$ cat config.mk
export PLATFORM = sky130hd
export DESIGN_NAME = char_catcher
export DESIGN_NICKNAME = d
export VERILOG_FILES = /design/src/rtl/char_pkg.sv /design/src/rtl/char_match_select.sv /design/src/rtl/char_catcher.sv
export SDC_FILE = /design/constraint.sdc
export NUM_CORES = 1
export LEC_CHECK = 0
export ABC_CLOCK_PERIOD_IN_PS = 39700
export CAP_MARGIN = 40
export CORE_UTILIZATION = 40
export DETAILED_ROUTE_END_ITERATION = 8
export GPL_ROUTABILITY_DRIVEN = 1
export GPL_TIMING_DRIVEN = 1
export SETUP_SLACK_MARGIN = 0.15
export SYNTH_ARGS = -nofsm -noshare
export SYNTH_HDL_FRONTEND = slang
export SYNTH_SLANG_ARGS = --single-unit
export TNS_END_PERCENT = 100
$ cat constraint.sdc
create_clock -name clk -period 39.7 [get_ports clk]
set_clock_uncertainty 0.05 [all_clocks]
set_input_delay 7.94 -clock clk [delete_from_list [all_inputs] [get_ports clk]]
set_output_delay 7.94 -clock clk [all_outputs]
set_load 0.05 [all_outputs]
$ cat src/rtl/char_pkg.sv
// char_pkg: shared constants and slot record for the falling-character game.
package char_pkg;
   localparam int SLOTS = 8;
   localparam logic [8:0] BOTTOM = 9'd460;
   localparam logic [7:0] ASCII_A = 8'd65;
   typedef struct packed {
      logic       active;
      logic [7:0] ch;
      logic [2:0] speed;
      logic [8:0] x;
      logic [9:0] y;
   } slot_t;
endpackage

$ cat src/rtl/char_match_select.sv
// char_match_select: picks the lowest active slot matching key_ch (largest x, lowest index on ties).
module char_match_select import char_pkg::*; #(
   parameter int N = SLOTS,
   localparam int IW = $clog2(N)
) (
   input  slot_t [N-1:0] slots,
   input  logic [7:0]    key_ch,
   output logic          found,
   output logic [IW-1:0] idx
);
   logic [8:0] best;
   // Strict greater-than keeps the earlier (lower) index on equal x.
   always_comb begin
      found = 1'b0;
      idx = '0;
      best = '0;
      for (int i = 0; i < N; i++)
         if (slots[i].active && slots[i].ch == key_ch && (!found || slots[i].x > best)) begin
            found = 1'b1;
            idx = IW'(i);
            best = slots[i].x;
         end
   end
endmodule

$ cat src/rtl/char_catcher.sv
// char_catcher: tracks falling characters, advances them per frame, scores keypress hits
// and counts characters that reach the bottom row.
module char_catcher import char_pkg::*; #(
   parameter int SLOTS = char_pkg::SLOTS,
   parameter logic [8:0] BOTTOM = char_pkg::BOTTOM
) (
   input  logic        clk,
   input  logic        rst,
   input  logic        spawn_valid,
   output logic        spawn_ready,
   input  logic [7:0]  ch,
   input  logic [2:0]  speed,
   input  logic [8:0]  x,
   input  logic [9:0]  y,
   input  logic        frame_tick,
   input  logic        key_valid,
   input  logic [7:0]  key_ch,
   input  logic [2:0]  rd_idx,
   output logic        rd_active,
   output logic [7:0]  rd_ch,
   output logic [8:0]  rd_x,
   output logic [9:0]  rd_y,
   output logic        hit_pulse,
   output logic        miss_pulse,
   output logic [15:0] score,
   output logic [7:0]  misses,
   output logic [3:0]  active_count
);
   localparam int IW = $clog2(SLOTS);
   slot_t [SLOTS-1:0] slots, slots_nxt;
   slot_t rd_slot;
   logic found, hit, spawn;
   logic [IW-1:0] hit_idx, spawn_idx;
   logic [3:0] miss_n, count_nxt;
   logic [8:0] miss_sum;

   char_match_select #(.N(SLOTS)) u_sel (
      .slots (slots),
      .key_ch(key_ch),
      .found (found),
      .idx   (hit_idx)
   );

   always_comb begin
      spawn_ready = 1'b0;
      spawn_idx = '0;
      for (int i = SLOTS - 1; i >= 0; i--)
         if (!slots[i].active) begin
            spawn_ready = 1'b1;
            spawn_idx = IW'(i);
         end
   end

   assign spawn = spawn_valid && spawn_ready;
   assign hit = key_valid && found;

   // Spawn target was inactive at cycle start, so it never collides with a slot freed this cycle.
   always_comb begin
      slots_nxt = slots;
      miss_n = '0;
      count_nxt = '0;
      for (int i = 0; i < SLOTS; i++) begin
         if (hit && hit_idx == IW'(i))
            slots_nxt[i] = '0;
         else if (frame_tick && slots[i].active) begin
            if ({1'b0, slots[i].x} + 10'(slots[i].speed) >= 10'(BOTTOM)) begin
               slots_nxt[i] = '0;
               miss_n = miss_n + 4'd1;
            end else
               slots_nxt[i].x = slots[i].x + 9'(slots[i].speed);
         end
         if (spawn && spawn_idx == IW'(i))
            slots_nxt[i] = {1'b1, ch, speed, x, y};
         count_nxt = count_nxt + 4'(slots_nxt[i].active);
      end
   end

   assign miss_sum = {1'b0, misses} + 9'(miss_n);

   always_ff @(posedge clk) begin
      if (rst) begin
         slots <= '0;
         score <= '0;
         misses <= '0;
         active_count <= '0;
         hit_pulse <= 1'b0;
         miss_pulse <= 1'b0;
      end else begin
         slots <= slots_nxt;
         score <= (hit && score != 16'hFFFF) ? score + 16'd1 : score;
         misses <= miss_sum[8] ? 8'hFF : miss_sum[7:0];
         active_count <= count_nxt;
         hit_pulse <= hit;
         miss_pulse <= miss_n != 4'd0;
      end
   end

   assign rd_slot = slots[rd_idx];
   assign rd_active = rd_slot.active;
   assign rd_ch = rd_slot.active ? rd_slot.ch : 8'd0;
   assign rd_x = rd_slot.active ? rd_slot.x : 9'd0;
   assign rd_y = rd_slot.active ? rd_slot.y : 10'd0;
endmodule

After elaboration in Yosys (flattened, before gate mapping)
Index checks and enable logic that the tools add are counted.

Flip-flop bits (word level): 278. Bits in latches: 0. Bits in writable memories: 0. Memory bits (read-only): 0. Bits of input ports: 46. Logic and storage cells: 315. Memories: 0.

Add/subtract/negate cells: 32. $mul: 0. Div/mod/pow operators: 0. $lt $le $gt $ge: 16. Equality and inequality tests: 23. Shift-type cells: 0. Mux-type cells: 116. Bitwise logic cells: 0. Reduce and logical (&&, ||, !) cells: 83.

Operators with widths (count): 31-bit two-way mux (25); 9-bit two-way mux (16); 12-bit two-way mux (8); 31-bit binary-select mux with 3-bit select (1); 10-bit two-way mux (9); 4-bit two-way mux (21); 9-bit by 3-bit adder with 10-bit output (8); 10-bit by 9-bit >= comparator with 1-bit output (second input constant) (8); 9-bit by 3-bit adder with 9-bit output (8); 8-bit == test (8); 9-bit > comparator (7); 3-bit nonzero test (16); 1-bit logical AND (42); 3-bit two-way mux (12); 4-bit by 1-bit adder with 4-bit output (second input constant) (7); 3-bit == test (second input constant) (8); 1-bit two-way mux (20); 16-bit by 1-bit adder with 16-bit output (second input constant) (1); 4-bit by 1-bit adder with 4-bit output (4); 8-bit two-way mux (2); 16-bit != test (second input constant) (1); 2-bit AND reduction (8); 3-bit by 2-bit == test with 1-bit output (second input constant) (4); 8-bit by 4-bit adder with 9-bit output (1); 10 further kinds (25).

Longest topological paths before layout
Depth in word-level cells: 64. Depth in mapped cells: 103. Depth with buffers taken out: 95.

By module
A second synthesis with hierarchy kept.

Cells, all modules: 2253. Area total of the unflattened synthesis: 19153.4 um2.

By module, submodules not included: char_catcher (instances 1, cells an instance 1758, area each 15413.5 um2, seq. area each 5565.3 um2); char_match_select (instances 1, cells an instance 495, area each 3739.8 um2, seq. area each 0.0 um2).

Worst setup path after synthesis
Ideal clock, no wire load.

Path type: input -> register. Start point: in key_ch[2]. End point: reg misses[7]. Data arrival time: 26.044 ns. Path slack: 13.478 ns. Stages: 95. Buffers on the path: 8. Cell sequence: buf_4 -> xnor2_1 -> nand4_1 -> nor3_1 -> clkbuf_1 -> nand2_1 -> ha_1 -> o21ai_0 -> a21oi_1 -> o21ai_0 -> a21oi_1 -> o21ai_0 -> a21oi_1 -> clkbuf_1 -> clkbuf_1 -> nand2_1 -> o21ai_0 -> inv_1 -> (+59 left out) -> ha_1 -> nand3_1 -> nand2_1 -> ha_1 -> nor2_1 -> a31oi_1 -> ha_1 -> mux2_2 -> ha_1 -> mux2_1 -> ha_1 -> a21o_1 -> a21oi_1 -> nor2b_1 -> o21ai_0 -> nor2_1 -> o21ai_0 -> nor2_1.

Cells in the longest elaborated chain, start to end: 64. Elaborated cells between the ends (all ways): 114. Those cells by class: add/sub (8); order compare (7); eq/ne (15); mux (45); reduce/logical (39).

RTL lines: start, declared (line char_catcher.sv:17) `input logic [7:0] key_ch,`; 8-bit == test (line char_match_select.sv:18) `if (slots[i].active && slots[i].ch == key_ch && (!found || slots[i].x > best)) begin`; 1-bit logical AND (line char_match_select.sv:18); 9-bit two-way mux or 1-bit two-way mux (tied branches) (line char_match_select.sv:18); 9-bit > comparator or 1-bit zero test (tied branches) (line char_match_select.sv:18); 1-bit logical OR (line char_match_select.sv:18); 1-bit logical AND (line char_match_select.sv:18); 9-bit two-way mux or 1-bit two-way mux (tied branches) (line char_match_select.sv:18); 9-bit > comparator or 1-bit zero test (tied branches) (line char_match_select.sv:18); (+48 left out); 4-bit two-way mux (line char_catcher.sv:65) `else if (frame_tick && slots[i].active) begin`; 4-bit two-way mux (line char_catcher.sv:63) `if (hit && hit_idx == IW'(i))`; 4-bit by 1-bit adder with 4-bit output (line char_catcher.sv:68) `miss_n = miss_n + 4'd1;`; 4-bit two-way mux (line char_catcher.sv:66) `if ({1'b0, slots[i].x} + 10'(slots[i].speed) >= 10'(BOTTOM)) begin`; 4-bit two-way mux (line char_catcher.sv:65); 4-bit two-way mux (*) (line char_catcher.sv:63); 8-bit by 4-bit adder with 9-bit output (*) (line char_catcher.sv:78) `assign miss_sum = {1'b0, misses} + 9'(miss_n);`; 8-bit two-way mux (*) (line char_catcher.sv:91) `misses <= miss_sum[8] ? 8'hFF : miss_sum[7:0];`; end signal, assigned (line char_catcher.sv:91); end, declared (line char_catcher.sv:26) `output logic [7:0] misses,`.

Mark *: on every way between the ends. The rest lies on a longest branch, timed or not. A chain may end at the register's enable or synchronous reset.

Worst setup path after layout
Start point: in key_ch[5]. End point: reg misses[1].

Same word-level chain as after synthesis.

==> impl_metrics.py <==
metrics = {
    "worst_setup_path": {
        "worst_path_dominant_cell_family": "compound AO/OA/AOI/OAI gates",
        "reg2regPathDepth": 89,
        "criticalPathCategory": "input pin to flop",
        "worst-path-max-fanout": 21,
        "worstSetupEndpoint": "misses[1]",
        "crit_slowest_cell": "clkdlybuf4s50_1",
        "path_buf_inv": 10,
        "critical_path.max_stage_delay_ps": 810,
        "crit_cells": 91,
        "critPathArrivalTime_ps": 28710,
        "r2r_end": "misses[1]",
        "ff2ff_setup_slack_ps": 19090,
        "cp.required_ps": 40050,
        "rr_startpoint": "slots[30]",
        "start_kind": "input pin",
        "timing.critical_path.from": "key_ch[5]",
        "end_kind": "flop",
        "critPathMostFrequentCell": "ha_1",
    },
    "logic_synthesis": {
        "synth_fp_nets": 2286,
        "synthesized_area_fraction_occupied_by_ao_oa_aoi_and_oai_cells": 0.209,
        "ys.flop_type": "dfxtp_1",
        "ys_seq_elements": 278,
        "yosys-mux-area-fraction": 0.0997,
        "synth_area_mm2": 0.0181,
        "synth-edff-count": 0,
        "yosys.area_share.xor_xnor": 0.0586,
        "synth_adder_area_share": 0.0850,
        "ys_seq_area_frac": 0.308,
        "synthCells": 2125,
        "share_of_async_settable_or_async_resettable_flops_after_synthesis": 0,
        "synthDistinctLibCells": 85,
        "synth_simple_gate_area_share": 0.187,
        "synth_top_family_by_area": "compound AO/OA/AOI/OAI gates",
        "yosys_warnings": 0,
        "syn-mean-instance-area_um2": 8.51,
    },
    "timing": {
        "max_clock_freq_mhz": 35.3,
        "timing_hold_violations_final": 0,
        "min_period_ps": 28360,
        "setup_violations": 0,
        "report.final.slew_viol_count": 0,
        "timing.max_slew.rel_slack": 0.348,
        "worst_slew_pin_slew_ps": 971,
        "totalNegativeSetupSlack_ps": 0,
        "finalCritPeriodShare": 0.714,
        "rsz0062_at_grt": "no",
        "hold-worst-slack_ps": 444,
    },
    "clock_tree": {
        "ctsHtreeMaxLevel": 2,
        "cts.hold.buffers_added": 0,
        "clk_root_buffer_cell": "clkbuf_16",
        "clk-insertion-delay-late_ps": 580,
        "cts_setup_buffers": 0,
        "clkTransAtPathRegs_ps": 50,
        "cts_buffer_depth": 3,
        "cts_buffers": 36,
        "tritoncts_clock_tree": "built",
        "clkSinkCount": 278,
        "cts-resized-gates": 0,
    },
    "grt": {
        "grt_pass1_vias": 15900,
        "grt_first_pass_wirelength_um": 97500,
        "grt_max_degree": 123,
        "globalRoute.totalOverflow": 0,
        "grt.total_usage": 0.274,
        "initial_antenna_violation_count": 2,
    },
    "layout": {
        "share_of_cells_above_drive_strength_1": 0.0982,
        "antennaDiodeCount": 0,
        "final_area_mm2": 0.0210,
        "finalCoreUtilization": 0.473,
        "finish.net_count": 2301,
        "area_growth_pct": 16.2,
    },
    "power_and_ir_drop": {
        "power_switching_share": 0.252,
        "leakagePower_nw": 8.05,
        "share_comb_of_total_power": 0.079,
        "switching_power_total_mw": 0.182,
        "vdd_ir_drop_max_uv": 32.1,
        "p_seq_frac": 0.399,
        "clock_power_share": 0.522,
        "power_report.internal_total_mw": 0.541,
        "power.density_cell_area_mw_per_mm2": 34.4,
    },
    "outcome": {
        "outcome": "complete, no violations",
    },
    "placed_design": {
        "numPortBuffers": 104,
        "detailed_place_hpwl_um": 43600,
        "placed_cell_area_mm2": 0.0196,
        "place.gp.congestion": 0.981,
    },
    "run": {
        "maxCapViolations": 0,
    },
    "route": {
        "drt.antenna.violating_nets": 0,
        "routed_via_count": 16900,
        "top_layer_used": "met4",
        "wl_per_cell_um": 23.1,
        "detail_route.drc_violations": 0,
        "route.detailed.vias_per_inst": 6.11,
        "met3_length_um": 5240,
        "routed_wirelength_um": 63800,
        "met2_wirelength_um": 29200,
        "dr.pass1.iters": 7,
        "drt-initial-drc-count": 2063,
        "wl_met1_um": 27700,
    },
    "floorplan": {
        "die_y_um": 215,
        "design.die.area_mm2": 0.0461,
        "floorplan.initialDensity": 0.407,
        "placement_row_count": 77,
        "design.portCount": 105,
        "width_of_the_chip_um": 215,
        "core_mm2": 0.0444,
    },
    "worst_hold_path": {
        "hold_class": "flop to flop",
    },
}
power by group through the flow:
stage          Sequential (mW)  Combinational [mW]  Clock (mW)
5_1_grt                  0.288              0.0611       0.395
3_5_place_dp             0.294              0.0564           0
4_1_cts                  0.288              0.0567       0.384
6_report                 0.288              0.0569       0.378
2_1_floorplan            0.292              0.0368           0
3_3_place_gp             0.294              0.0537           0
cell usage after synthesis, drive strengths merged, types with 13 or more instances:
library cell,count,area (µm²)
a31oi,14,87.6
a221oi,25,225
mux4,56,1260
a222oi,26,260
xor2,39,342
a22oi,172,1290
nor3,46,240
buf,24,153
a21oi,115,576
fa,13,260
xnor2,71,671
nand4,27,175
nor2b,34,213
nor2,354,1330
and3,24,150
inv,64,240
mux2i,45,450
ha,102,1280
dfxtp,278,5570
a21o,33,248
o21ai,91,455
nand3,49,245
nand2,130,490
clkbuf,143,564
state kept, by name (all words and copies together) (netlist names):
register and cells:
score 16, misses 8, slots 248, hit_pulse 1, miss_pulse 1, active_count 4
final cells by class:
| class | count | area (µm²) |
|---|---|---|
| fillers | 4254 | 23400 |
| multi-input cells | 1616 | 11600 |
| flip-flops and latches | 278 | 5570 |
| repair buffers | 144 | 1450 |
| clock buffers | 44 | 971 |
| well taps | 592 | 741 |
| clock inverters | 22 | 405 |
| inverters | 64 | 240 |
cell usage in the layout, fill, tap and decap left out, drive strengths merged, types with 11 or more instances in the layout:
| cell type | n |
|---|---|
| or3 | 11 |
| nor2b | 34 |
| inv | 67 |
| nand3 | 49 |
| buf | 43 |
| mux2i | 45 |
| mux4 | 56 |
| nand4 | 27 |
| a31oi | 14 |
| nor2 | 354 |
| dfxtp | 278 |
| clkbuf | 45 |
| clkdlybuf4s50 | 100 |
| ha | 102 |
| and3 | 24 |
| nor3b | 11 |
| a21o | 33 |
| a221oi | 25 |
| nand2 | 130 |
| a21oi | 115 |
| and2 | 11 |
| nor3 | 46 |
| o21ai | 91 |
| fa | 13 |
| a22oi | 172 |
| xnor2 | 71 |
| xor2 | 39 |
| a222oi | 26 |
stage by stage:
stage,std cells,total power [mW],worst slack [ps]
after global routing,2760,0.744,9530
after detailed placement,2694,0.350,11100
after global placement,2681,0.348,11140
after CTS,2760,0.729,11580
after floorplan,2125,0.329,13480
final,2760,0.723,11340
cells by family (layout without fill, tap and decap cells):
family          count (synthesis)  after routing
flops                         278            278
simple gates                  733            733
fa+ha+maj                     115            115
compound gates                547            547
xor+xnor                      112            112
buf+inv                       231            274
mux                           109            109
tightest hold or removal path, stage by stage (launching register included):
cell	delay, ps
dfxtp_1	320
a22oi_1	70
nor2_1	80
how the worst min path moves through the flow:
stage               cells past startpoint  slack (ps)          to  startpoint
CTS                                     2         450  slots[189]  slots[189]
floorplan                               2         410  slots[186]  slots[186]
detailed placement                      2         430  slots[127]  slots[127]
finish                                  2         440  slots[219]  slots[219]
global route                            2         460  slots[186]  slots[186]
global placement                        2         420  slots[133]  slots[133]
per-layer routing:
layer | vias up | GRT usage
met4 | 0 | 0.0852
met5 | - | 0
met1 | 8216 | 0.374
li1 | 7779 | -
met2 | 770 | 0.437
met3 | 90 | 0.0477
Power figures use the tool's default switching activity.
